==> config.mk <==
export PLATFORM = sky130hd
export DESIGN_NAME = axi_line_master_flat
export DESIGN_NICKNAME = d
export VERILOG_FILES = /design/src/rtl/axi_line_master_if.sv /design/src/rtl/axi_line_master.sv /design/src/flat_wrapper.sv
export SDC_FILE = /design/constraint.sdc
export NUM_CORES = 1
export LEC_CHECK = 0
export ABC_AREA = 1
export CAP_MARGIN = 20
export CORE_AREA = 3 3 530 532
export CTS_CLUSTER_SIZE = 28
export DETAILED_ROUTE_END_ITERATION = 8
export DIE_AREA = 0 0 533 535
export PLACE_DENSITY = 0.41
export SYNTH_ARGS = -nofsm -noshare
export SYNTH_HDL_FRONTEND = slang
export SYNTH_SLANG_ARGS = --single-unit
==> constraint.sdc <==
create_clock -name clk -period 20.4 [get_ports clk]
set_input_delay 4.08 -clock clk [delete_from_list [all_inputs] [get_ports clk]]
set_output_delay 4.08 -clock clk [all_outputs]
set_load 0.05 [all_outputs]
==> src/rtl/axi_line_master_if.sv <==
// AXI4 channel structs and the AxiIO bundle carried between the line master and the interconnect.
package axi_pkg;
    localparam int unsigned XLEN  = 64;
    localparam int unsigned PADDR = 32;

    typedef struct packed {
        logic [3:0]       id;
        logic [PADDR-1:0] addr;
        logic [7:0]       len;
        logic [2:0]       size;
        logic [1:0]       burst;
        logic             lock;
        logic [3:0]       cache;
        logic [2:0]       prot;
        logic [3:0]       qos;
        logic [3:0]       region;
        logic             user;
        logic             valid;
    } ax_chan_t;

    typedef struct packed {
        logic ready;
    } ready_t;

    typedef struct packed {
        logic [3:0]      id;
        logic [XLEN-1:0] data;
        logic [1:0]      resp;
        logic            last;
        logic            user;
        logic            valid;
    } r_chan_t;

    typedef struct packed {
        logic [XLEN-1:0]   data;
        logic [XLEN/8-1:0] wstrb;
        logic              last;
        logic              user;
        logic              valid;
    } w_chan_t;

    typedef struct packed {
        logic [3:0] id;
        logic [1:0] resp;
        logic       user;
        logic       valid;
    } b_chan_t;
endpackage

interface AxiIO;
    axi_pkg::ax_chan_t mar;
    axi_pkg::ax_chan_t maw;
    axi_pkg::w_chan_t  mw;
    axi_pkg::ready_t   mr;
    axi_pkg::ready_t   mb;
    axi_pkg::ready_t   sar;
    axi_pkg::ready_t   saw;
    axi_pkg::ready_t   sw;
    axi_pkg::r_chan_t  sr;
    axi_pkg::b_chan_t  sb;

    modport master (output mar, maw, mw, mr, mb, input sar, saw, sw, sr, sb);
    modport slave  (input mar, maw, mw, mr, mb, output sar, saw, sw, sr, sb);
endinterface

==> src/rtl/axi_line_master.sv <==
// Cache-line AXI4 master: one line refill or writeback per request as a single INCR burst.
module axi_line_master
    import axi_pkg::*;
#(
    parameter int unsigned LINE_BEATS = 8,
    parameter logic [3:0]  AXI_ID     = 4'h0
) (
    input  logic                       clk,
    input  logic                       rst,
    input  logic                       req_valid,
    output logic                       req_ready,
    input  logic                       req_we,
    input  logic [PADDR-1:0]           req_addr,
    input  logic [LINE_BEATS*XLEN-1:0] req_wdata,
    output logic                       resp_valid,
    output logic                       resp_we,
    output logic [LINE_BEATS*XLEN-1:0] resp_rdata,
    output logic                       resp_err,
    AxiIO.master                       axi
);
    localparam int unsigned      CW        = $clog2(LINE_BEATS);
    localparam int unsigned      OFF       = $clog2(LINE_BEATS * XLEN / 8);
    localparam logic [PADDR-1:0] ADDR_MASK = ~((PADDR'(1) << OFF) - PADDR'(1));
    localparam logic [CW-1:0]    LAST      = CW'(LINE_BEATS - 1);

    typedef enum logic [2:0] {IDLE, AR, RD, AW, WD, WB, RESP} state_t;

    state_t                     state, state_nxt;
    logic [PADDR-1:0]           addr_q;
    logic                       we_q;
    logic                       err_q;
    logic [CW-1:0]              cnt_q;
    logic [LINE_BEATS*XLEN-1:0] line_q;
    int unsigned                beat_lsb;

    assign beat_lsb   = 32'(cnt_q) * XLEN;
    assign req_ready  = (state == IDLE);
    assign resp_valid = (state == RESP);
    assign resp_we    = we_q;
    assign resp_err   = err_q;
    assign resp_rdata = line_q;

    always_ff @(posedge clk or negedge rst) begin
        if (!rst) state <= IDLE;
        else      state <= state_nxt;
    end

    // cnt wraps back to 0 only on the final beat, so each burst starts from a clean count
    always_ff @(posedge clk or negedge rst) begin
        if (!rst) begin
            addr_q <= '0;
            we_q   <= 1'b0;
            err_q  <= 1'b0;
            cnt_q  <= '0;
        end else begin
            case (state)
                IDLE: if (req_valid) begin
                    addr_q <= req_addr & ADDR_MASK;
                    we_q   <= req_we;
                    err_q  <= 1'b0;
                    cnt_q  <= '0;
                end
                RD: if (axi.sr.valid) begin
                    cnt_q <= cnt_q + CW'(1);
                    if (axi.sr.resp[1] || (axi.sr.last != (cnt_q == LAST))) err_q <= 1'b1;
                end
                WD: if (axi.sw.ready) cnt_q <= cnt_q + CW'(1);
                WB: if (axi.sb.valid && axi.sb.resp[1]) err_q <= 1'b1;
                default: ;
            endcase
        end
    end

    // One buffer serves both directions: holds the write line, then is overwritten by refill beats.
    always_ff @(posedge clk) begin
        if (state == IDLE && req_valid)   line_q <= req_wdata;
        else if (state == RD && axi.sr.valid) line_q[beat_lsb +: XLEN] <= axi.sr.data;
    end

    always_comb begin
        state_nxt = state;
        axi.mar   = '0;
        axi.maw   = '0;
        axi.mw    = '0;
        axi.mr    = '0;
        axi.mb    = '0;

        axi.mar.id    = AXI_ID;
        axi.mar.addr  = addr_q;
        axi.mar.len   = 8'(LINE_BEATS - 1);
        axi.mar.size  = 3'b011;
        axi.mar.burst = 2'b01;
        axi.maw.id    = AXI_ID;
        axi.maw.addr  = addr_q;
        axi.maw.len   = 8'(LINE_BEATS - 1);
        axi.maw.size  = 3'b011;
        axi.maw.burst = 2'b01;
        axi.mw.data   = line_q[beat_lsb +: XLEN];
        axi.mw.wstrb  = '1;
        axi.mw.last   = (cnt_q == LAST);

        case (state)
            IDLE: if (req_valid) state_nxt = req_we ? AW : AR;
            AR: begin
                axi.mar.valid = 1'b1;
                if (axi.sar.ready) state_nxt = RD;
            end
            RD: begin
                axi.mr.ready = 1'b1;
                if (axi.sr.valid && cnt_q == LAST) state_nxt = RESP;
            end
            AW: begin
                axi.maw.valid = 1'b1;
                if (axi.saw.ready) state_nxt = WD;
            end
            WD: begin
                axi.mw.valid = 1'b1;
                if (axi.sw.ready && cnt_q == LAST) state_nxt = WB;
            end
            WB: begin
                axi.mb.ready = 1'b1;
                if (axi.sb.valid) state_nxt = RESP;
            end
            RESP:    state_nxt = IDLE;
            default: state_nxt = IDLE;
        endcase
    end

    logic unused_bits;
    assign unused_bits = ^{axi.sr.id, axi.sr.user, axi.sr.resp[0],
                           axi.sb.id, axi.sb.user, axi.sb.resp[0]};
endmodule

==> src/flat_wrapper.sv <==
// flat-port wrapper written by rule: the top's interface ports become plain ports
module axi_line_master_flat import axi_pkg::*;
#(
    parameter int unsigned LINE_BEATS = 8,
    parameter logic [3:0]  AXI_ID     = 4'h0
)
  (clk, rst, req_valid, req_ready, req_we, req_addr, req_wdata, resp_valid, resp_we, resp_rdata, resp_err, axi_mar, axi_maw, axi_mw, axi_mr, axi_mb, axi_sar, axi_saw, axi_sw, axi_sr, axi_sb);
  AxiIO axi_i ();
  input  logic clk;
  input  logic rst;
  input  logic req_valid;
  output logic req_ready;
  input  logic req_we;
  input  logic [PADDR-1:0] req_addr;
  input  logic [LINE_BEATS*XLEN-1:0] req_wdata;
  output logic resp_valid;
  output logic resp_we;
  output logic [LINE_BEATS*XLEN-1:0] resp_rdata;
  output logic resp_err;
  output wire logic [$bits(axi_i.mar)-1:0] axi_mar;
  output wire logic [$bits(axi_i.maw)-1:0] axi_maw;
  output wire logic [$bits(axi_i.mw)-1:0] axi_mw;
  output wire logic [$bits(axi_i.mr)-1:0] axi_mr;
  output wire logic [$bits(axi_i.mb)-1:0] axi_mb;
  input wire logic [$bits(axi_i.sar)-1:0] axi_sar;
  input wire logic [$bits(axi_i.saw)-1:0] axi_saw;
  input wire logic [$bits(axi_i.sw)-1:0] axi_sw;
  input wire logic [$bits(axi_i.sr)-1:0] axi_sr;
  input wire logic [$bits(axi_i.sb)-1:0] axi_sb;
  assign axi_mar = axi_i.mar;
  assign axi_maw = axi_i.maw;
  assign axi_mw = axi_i.mw;
  assign axi_mr = axi_i.mr;
  assign axi_mb = axi_i.mb;
  assign axi_i.sar = axi_sar;
  assign axi_i.saw = axi_saw;
  assign axi_i.sw = axi_sw;
  assign axi_i.sr = axi_sr;
  assign axi_i.sb = axi_sb;
  axi_line_master #(.LINE_BEATS(LINE_BEATS), .AXI_ID(AXI_ID)) u_core (.clk(clk), .rst(rst), .req_valid(req_valid), .req_ready(req_ready), .req_we(req_we), .req_addr(req_addr), .req_wdata(req_wdata), .resp_valid(resp_valid), .resp_we(resp_we), .resp_rdata(resp_rdata), .resp_err(resp_err), .axi(axi_i));
endmodule
* Yosys cells after proc, flatten, opt, wreduce, memory -nomap -nowiden
Cells that the tools add are included.
** Word-level totals
- Register bits :: 546
- Input bits :: 632
- Output and inout bits :: 727
** Operators by class
- Mux-type cells :: 25
- Shift operators :: 3
- Add/sub/neg operators :: 2
- Reductions and logical operators :: 14
- Equality and inequality tests :: 18
** Operator list (count)
- $mux W512 :: 2
- $bwmux W512 :: 1
- $shift A64 B34 Y512 const A :: 1
- $shiftx A512 B10 Y64 :: 1
- $shiftx A64 B34 Y512 :: 1
- $neg A9 Y34 :: 1
- $mux W3 :: 9
- $pmux W3 S6 :: 1
- $ne A2 B2 Y1 const B :: 7
- $eq A3 B3 Y1 const B :: 4
- $mux W1 :: 9
- $pmux W3 S3 :: 1
- $eq A3 B2 Y1 const B :: 2
- $ne A2 B1 Y1 const B :: 3
- $reduce_and A6 Y1 :: 1
- $reduce_bool A3 Y1 :: 2
- $logic_and A1 B1 Y1 :: 5
- $reduce_and A5 Y1 :: 1
- $reduce_and A4 Y1 :: 1
- $add A3 B1 Y3 const B :: 1
- $eq A3 B1 Y1 const B :: 1
- $logic_not A3 Y1 :: 1
- $pmux W1 S3 :: 1
- $mux W2 :: 1
- other kinds (4) :: 4

* Longest topological paths before layout
- Depth after elaboration :: 6
- Mapped depth :: 15

* Worst setup path after synthesis
No wires, ideal clock.
- Path type :: input-to-reg
- Start :: input port axi_sr[0]
- End :: register u_core.line_q[256], in the netlist u_core.resp_rdata[256], enable pin
- Path buffers :: 0
- Setup slack :: 10650 ps
- Cell stages on the path :: 4
- Library setup time :: 581 ps
- Arrival :: 9169 ps
- Cells stage by stage :: inv_1 nor2_1 inv_1 o31ai_1
** On the way
- Word-level cells in the longest chain between the ends :: 2
** Ends and longest elaborated chain
- start: declaration :: line flat_wrapper.sv:28 : input wire logic [$bits(axi_i.sr)-1:0] axi_sr;
- $logic_and A1 B1 Y1 :: line axi_line_master.sv:77 : else if (state == RD && axi.sr.valid) line_q[beat_lsb +: XLEN] <= axi.sr.data;
- $reduce_bool A2 Y1 (no line)
- end signal: assignment :: line axi_line_master.sv:76 : if (state == IDLE && req_valid) line_q <= req_wdata;
- end signal: indexed assignment :: line axi_line_master.sv:77
- end: declaration :: line axi_line_master.sv:33 : logic [LINE_BEATS*XLEN-1:0] line_q;
No other way between the ends.
A chain may end at the register's enable or synchronous reset.

* Worst setup path in the final report
- Start :: register u_core.cnt_q[0]
- End :: output port axi_mw[65]
** On the way
- Word-level cells in the longest chain between the ends :: 1
** Ends and longest elaborated chain
- start: declaration :: line axi_line_master.sv:32 : logic [CW-1:0] cnt_q;
- start signal: assignment :: line axi_line_master.sv:64 : cnt_q <= cnt_q + CW'(1);
- start signal: assignment :: line axi_line_master.sv:67 : WD: if (axi.sw.ready) cnt_q <= cnt_q + CW'(1);
- $shiftx A512 B10 Y64 :: line axi_line_master.sv:98 : axi.mw.data = line_q[beat_lsb +: XLEN];
- end: declaration :: line flat_wrapper.sv:22 : output wire logic [$bits(axi_i.mw)-1:0] axi_mw;
No other way between the ends.

==> results by group <==
Job
  – Max-cap violations: 0

Clock network
  – CTS max path bufs: 3
  – Hold buffer count at CTS: 0
  – TritonCTS Sinks: 546
  – Post_cts resized: 0
  – Clk pin slew, worst setup/hold paths: 50 ps
  – Post-CTS setup buffers: 0
  – CTS Buf Count: 75
  – TritonCTS clock tree: done
  – Worst skew pair latency: ~660 ps
  – # H-tree levels: 3
  – CTS root buf: clkbuf_16

Synth
  – Mux cell area share after synthesis: 0%
  – Sequential share of the synthesized area: 52.8%
  – Post-Synth XOR/XNOR Area: 0%
  – Yosys warns: 0
  – Synth Cell Area: 30700 µm²
  – Synth Register Bits: 546
  – Post-synthesis simple-gate area fraction: roughly 27%
  – Main combinational cell family by area after synthesis: simple AND/OR/NAND/NOR gates
  – Mapped Avg Cell Area: 8.09 µm²
  – Synth cell types: 30
  – Post-Synth Adder-Cell Area: 0.285%
  – Mapped Cells: 3800
  – Synth Area in Compound Gates: 9.94%

Min path
  – Worst Hold Class: flip-flop to flip-flop

Worst setup path
  – Worst Path Buf+Inv: 4
  – Crit-path slowest cell: clkdlybuf4s50_1
  – Max incr delay on CP: 1060 ps
  – WS Path Type: flip-flop to output pin
  – CP most frequent cell: nor2_1
  – Critical Path Source Type: flip-flop
  – Critical Path AT: 5290 ps
  – CP Max Fanout: 62
  – CP top delay family: buffers and inverters
  – Critical path, cell by cell: buf_4 -> buf_4 -> buf_4 -> nor2_1 -> nor2_1 -> o21ai_0 -> o21ai_1 -> nor2_1 -> nor2_1 -> clkdlybuf4s50_1
  – Worst Setup End Kind: output pin
  – Worst EP required: around 16000 ps

STA
  – Fin crit share: 45.9%
  – Final Max Slew Viols: 0
  – Clock Skews: 18.5 ps
  – Setup tns final: 0 ps
  – Highest clock rate: around 110 MHz
  – Crit path time final: about 9400 ps
  – Worst slew margin: roughly 25%
  – RSZ-0062 raised after global routing: no
  – Worst Max-Slew Pin Slew: around 1100 ps
  – Post-route setup slack: 11030 ps
  – Final Hold Fails: 0
  – Final Setup Violations: 0

Global route
  – Vias in the first global route: roughly 34000
  – Total GRT Usage: 17.3%
  – Antenna violations before repair: 31
  – Largest net degree at the start of global routing: 147
  – First-pass GRT wire length: between 300000 and 400000 µm
  – Total gr overflow: 0

Power and ir drop
  – Maximum VDD drop: 0.0944 mV
  – Leakage: approximately 19 nW
  – PwrDens: 151 nW/µm²

Floorplan
  – Starting density of the core: between 10 and 15%
  – DIE HEIGHT: 535 µm
  – Core Box Area: 276000 µm²
  – Die area: about 290000 µm²
  – Site row count: 193
  – I/O Pins: 1359
  – Die width: 533 µm

Finish
  – Share of cells above drive strength 1: 4.30%
  – Final nets: 5533
  – Commonest non-fill, non-tap cell in the layout: nand2_1
  – Area growth syn-to-layout: 59.6%
  – # fillers: 31200
  – Commonest cells after routing, fill and taps aside: 1274 x nand2_1, 1243 x clkdlybuf4s50_1, 512 x edfxtp_1, 416 x nor2_1, 287 x nand3_1

Routing
  – Per-cell routed wire length: between 20 and 30 µm
  – Drt pass-1 iters: 5
  – Starting DRT DRC Count: 3249
  – Mean number of vias per cell: just under 4
  – Remaining DRCs: 0
  – Via count: between 30000 and 40000
  – Antenna Nets Post-Route: 0
  – Final wirelength: 259000 µm

Placed design
  – Post-DP HPWL: 201000 µm
  – Number of port buffers: 1251
  – Gpl congestion: just over 0.9
  – Post-Place Setup Slack: 11810 ps

Status
  – Status: complete, no violations
[Yosys cell counts]
| cell type | number | share of area, % |
|---|---|---|
| nand2_1 | 1280 | 16 |
| o21ai_0 | 289 | 4.7 |
| buf_1 | 22 | 0.27 |
| nor2_2 | 2 | 0.041 |
| o22ai_1 | 104 | 2.1 |
| buf_6 | 32 | 1.2 |
| ha_1 | 7 | 0.28 |
| o31ai_1 | 1 | 0.024 |
| buf_4 | 133 | 3.2 |
| nor2_1 | 418 | 5.1 |
| nand4_1 | 3 | 0.061 |
| edfxtp_1 | 512 | 50 |
| inv_1 | 199 | 2.4 |
| a21oi_1 | 3 | 0.049 |
| inv_2 | 4 | 0.049 |
| nand2_2 | 1 | 0.020 |
| nor3_1 | 65 | 1.1 |
| nand2_8 | 1 | 0.065 |
| nor2_4 | 2 | 0.073 |
| nand3_1 | 288 | 4.7 |
| buf_8 | 1 | 0.049 |
| nor2_8 | 2 | 0.13 |
| dfrtp_1 | 34 | 2.8 |
| nand3_4 | 1 | 0.057 |
| buf_2 | 66 | 1.1 |
| clkinv_1 | 1 | 0.012 |
| conb_1 | 2 | 0.024 |
| inv_4 | 1 | 0.020 |
| clkbuf_1 | 139 | 1.7 |
| o21ai_1 | 187 | 3.0 |
[cell type report]
cell class              count  area [µm²]  share of cell area, %
flip-flops and latches    546       16200                   33.1
repair buffers           1323       13100                   26.7
multi-input cells        2743       11900                   24.3
well taps                3705        4640                   9.45
clock buffers             108        2150                   4.38
inverters                 205         806                   1.64
clock inverters            25         228                  0.464
diodes                      6        15.0                 0.0306
[state kept, by name (all words and copies together) (netlist names)]
name and cells:
u_core.state 3, u_core.resp_rdata 512, u_core.resp_we 1, u_core.addr_q 26, u_core.resp_err 1, u_core.cnt_q 3
[per-stage QoR]
| stage | hold slack, ps | cells | utilization, % | total power, W | instance area (µm²) |
|---|---|---|---|---|---|
| after detailed placement | 474 | 8522 | 16.9 | 0.00612 | 46700 |
| after floorplan | 557 | 3887 | - | 0.00416 | 31100 |
| after global placement | 471 | 8522 | 16.9 | 0.00613 | 46700 |
| after CTS | 486 | 8655 | 17.7 | 0.00750 | 49100 |
| final | 490 | 8661 | 17.7 | 0.00739 | 49100 |
| after global routing | 520 | 8656 | 17.7 | 0.00768 | 49100 |
[worst min-delay path: stages, from the launching register on]
cell and delay (ps):
dfrtp_1 350, nand2_1 60, nand2_1 50
[final timing paths]
path	startpoint	depth (start not counted)	end	slack, ps
setup / recovery	u_core.cnt_q[0]$_DFFE_PN0P_	10	axi_mw[65]	11030
hold reg to reg	u_core.resp_we$_DFFE_PN0P_	2	u_core.resp_we$_DFFE_PN0P_	490
setup reg to reg	u_core.cnt_q[0]$_DFFE_PN0P_	11	u_core.resp_rdata[28]$_DFFE_PP_	14560
max in group asynchronous	rst	1	u_core.cnt_q[0]$_DFFE_PN0P_	16200
min in group asynchronous	rst	1	u_core.addr_q[27]$_DFFE_PN0P_	3540
hold / removal	u_core.resp_we$_DFFE_PN0P_	2	u_core.resp_we$_DFFE_PN0P_	490
[per-layer routing]
layer | global-route usage [%] | wire length [µm] | part of all wire (%) | up-vias
li1 | - | - | - | 14600
met1 | 20.9 | 103000 | 40 | 16900
met2 | 28.5 | 119000 | 46 | 1996
met3 | 6.56 | 27700 | 11 | 292
met4 | 5.04 | 8080 | 3.1 | 16
met5 | 0 | 106 | 0.041 | -
[kinds of logic after synthesis]
family,after synthesis
buf+inv,598
flops,546
other cells,2
simple gates,2063
fa+ha+maj,7
compound gates,584
[power breakdown]
group / total [W] / internal [W] / switching, W
combinational: 0.00417 / 0.00100 / 0.00317
sequential: 0.00187 / 0.00163 / 0.000245
clock: 0.00135 / 0.000768 / 0.000577
(Power assumes the default switching activity.)
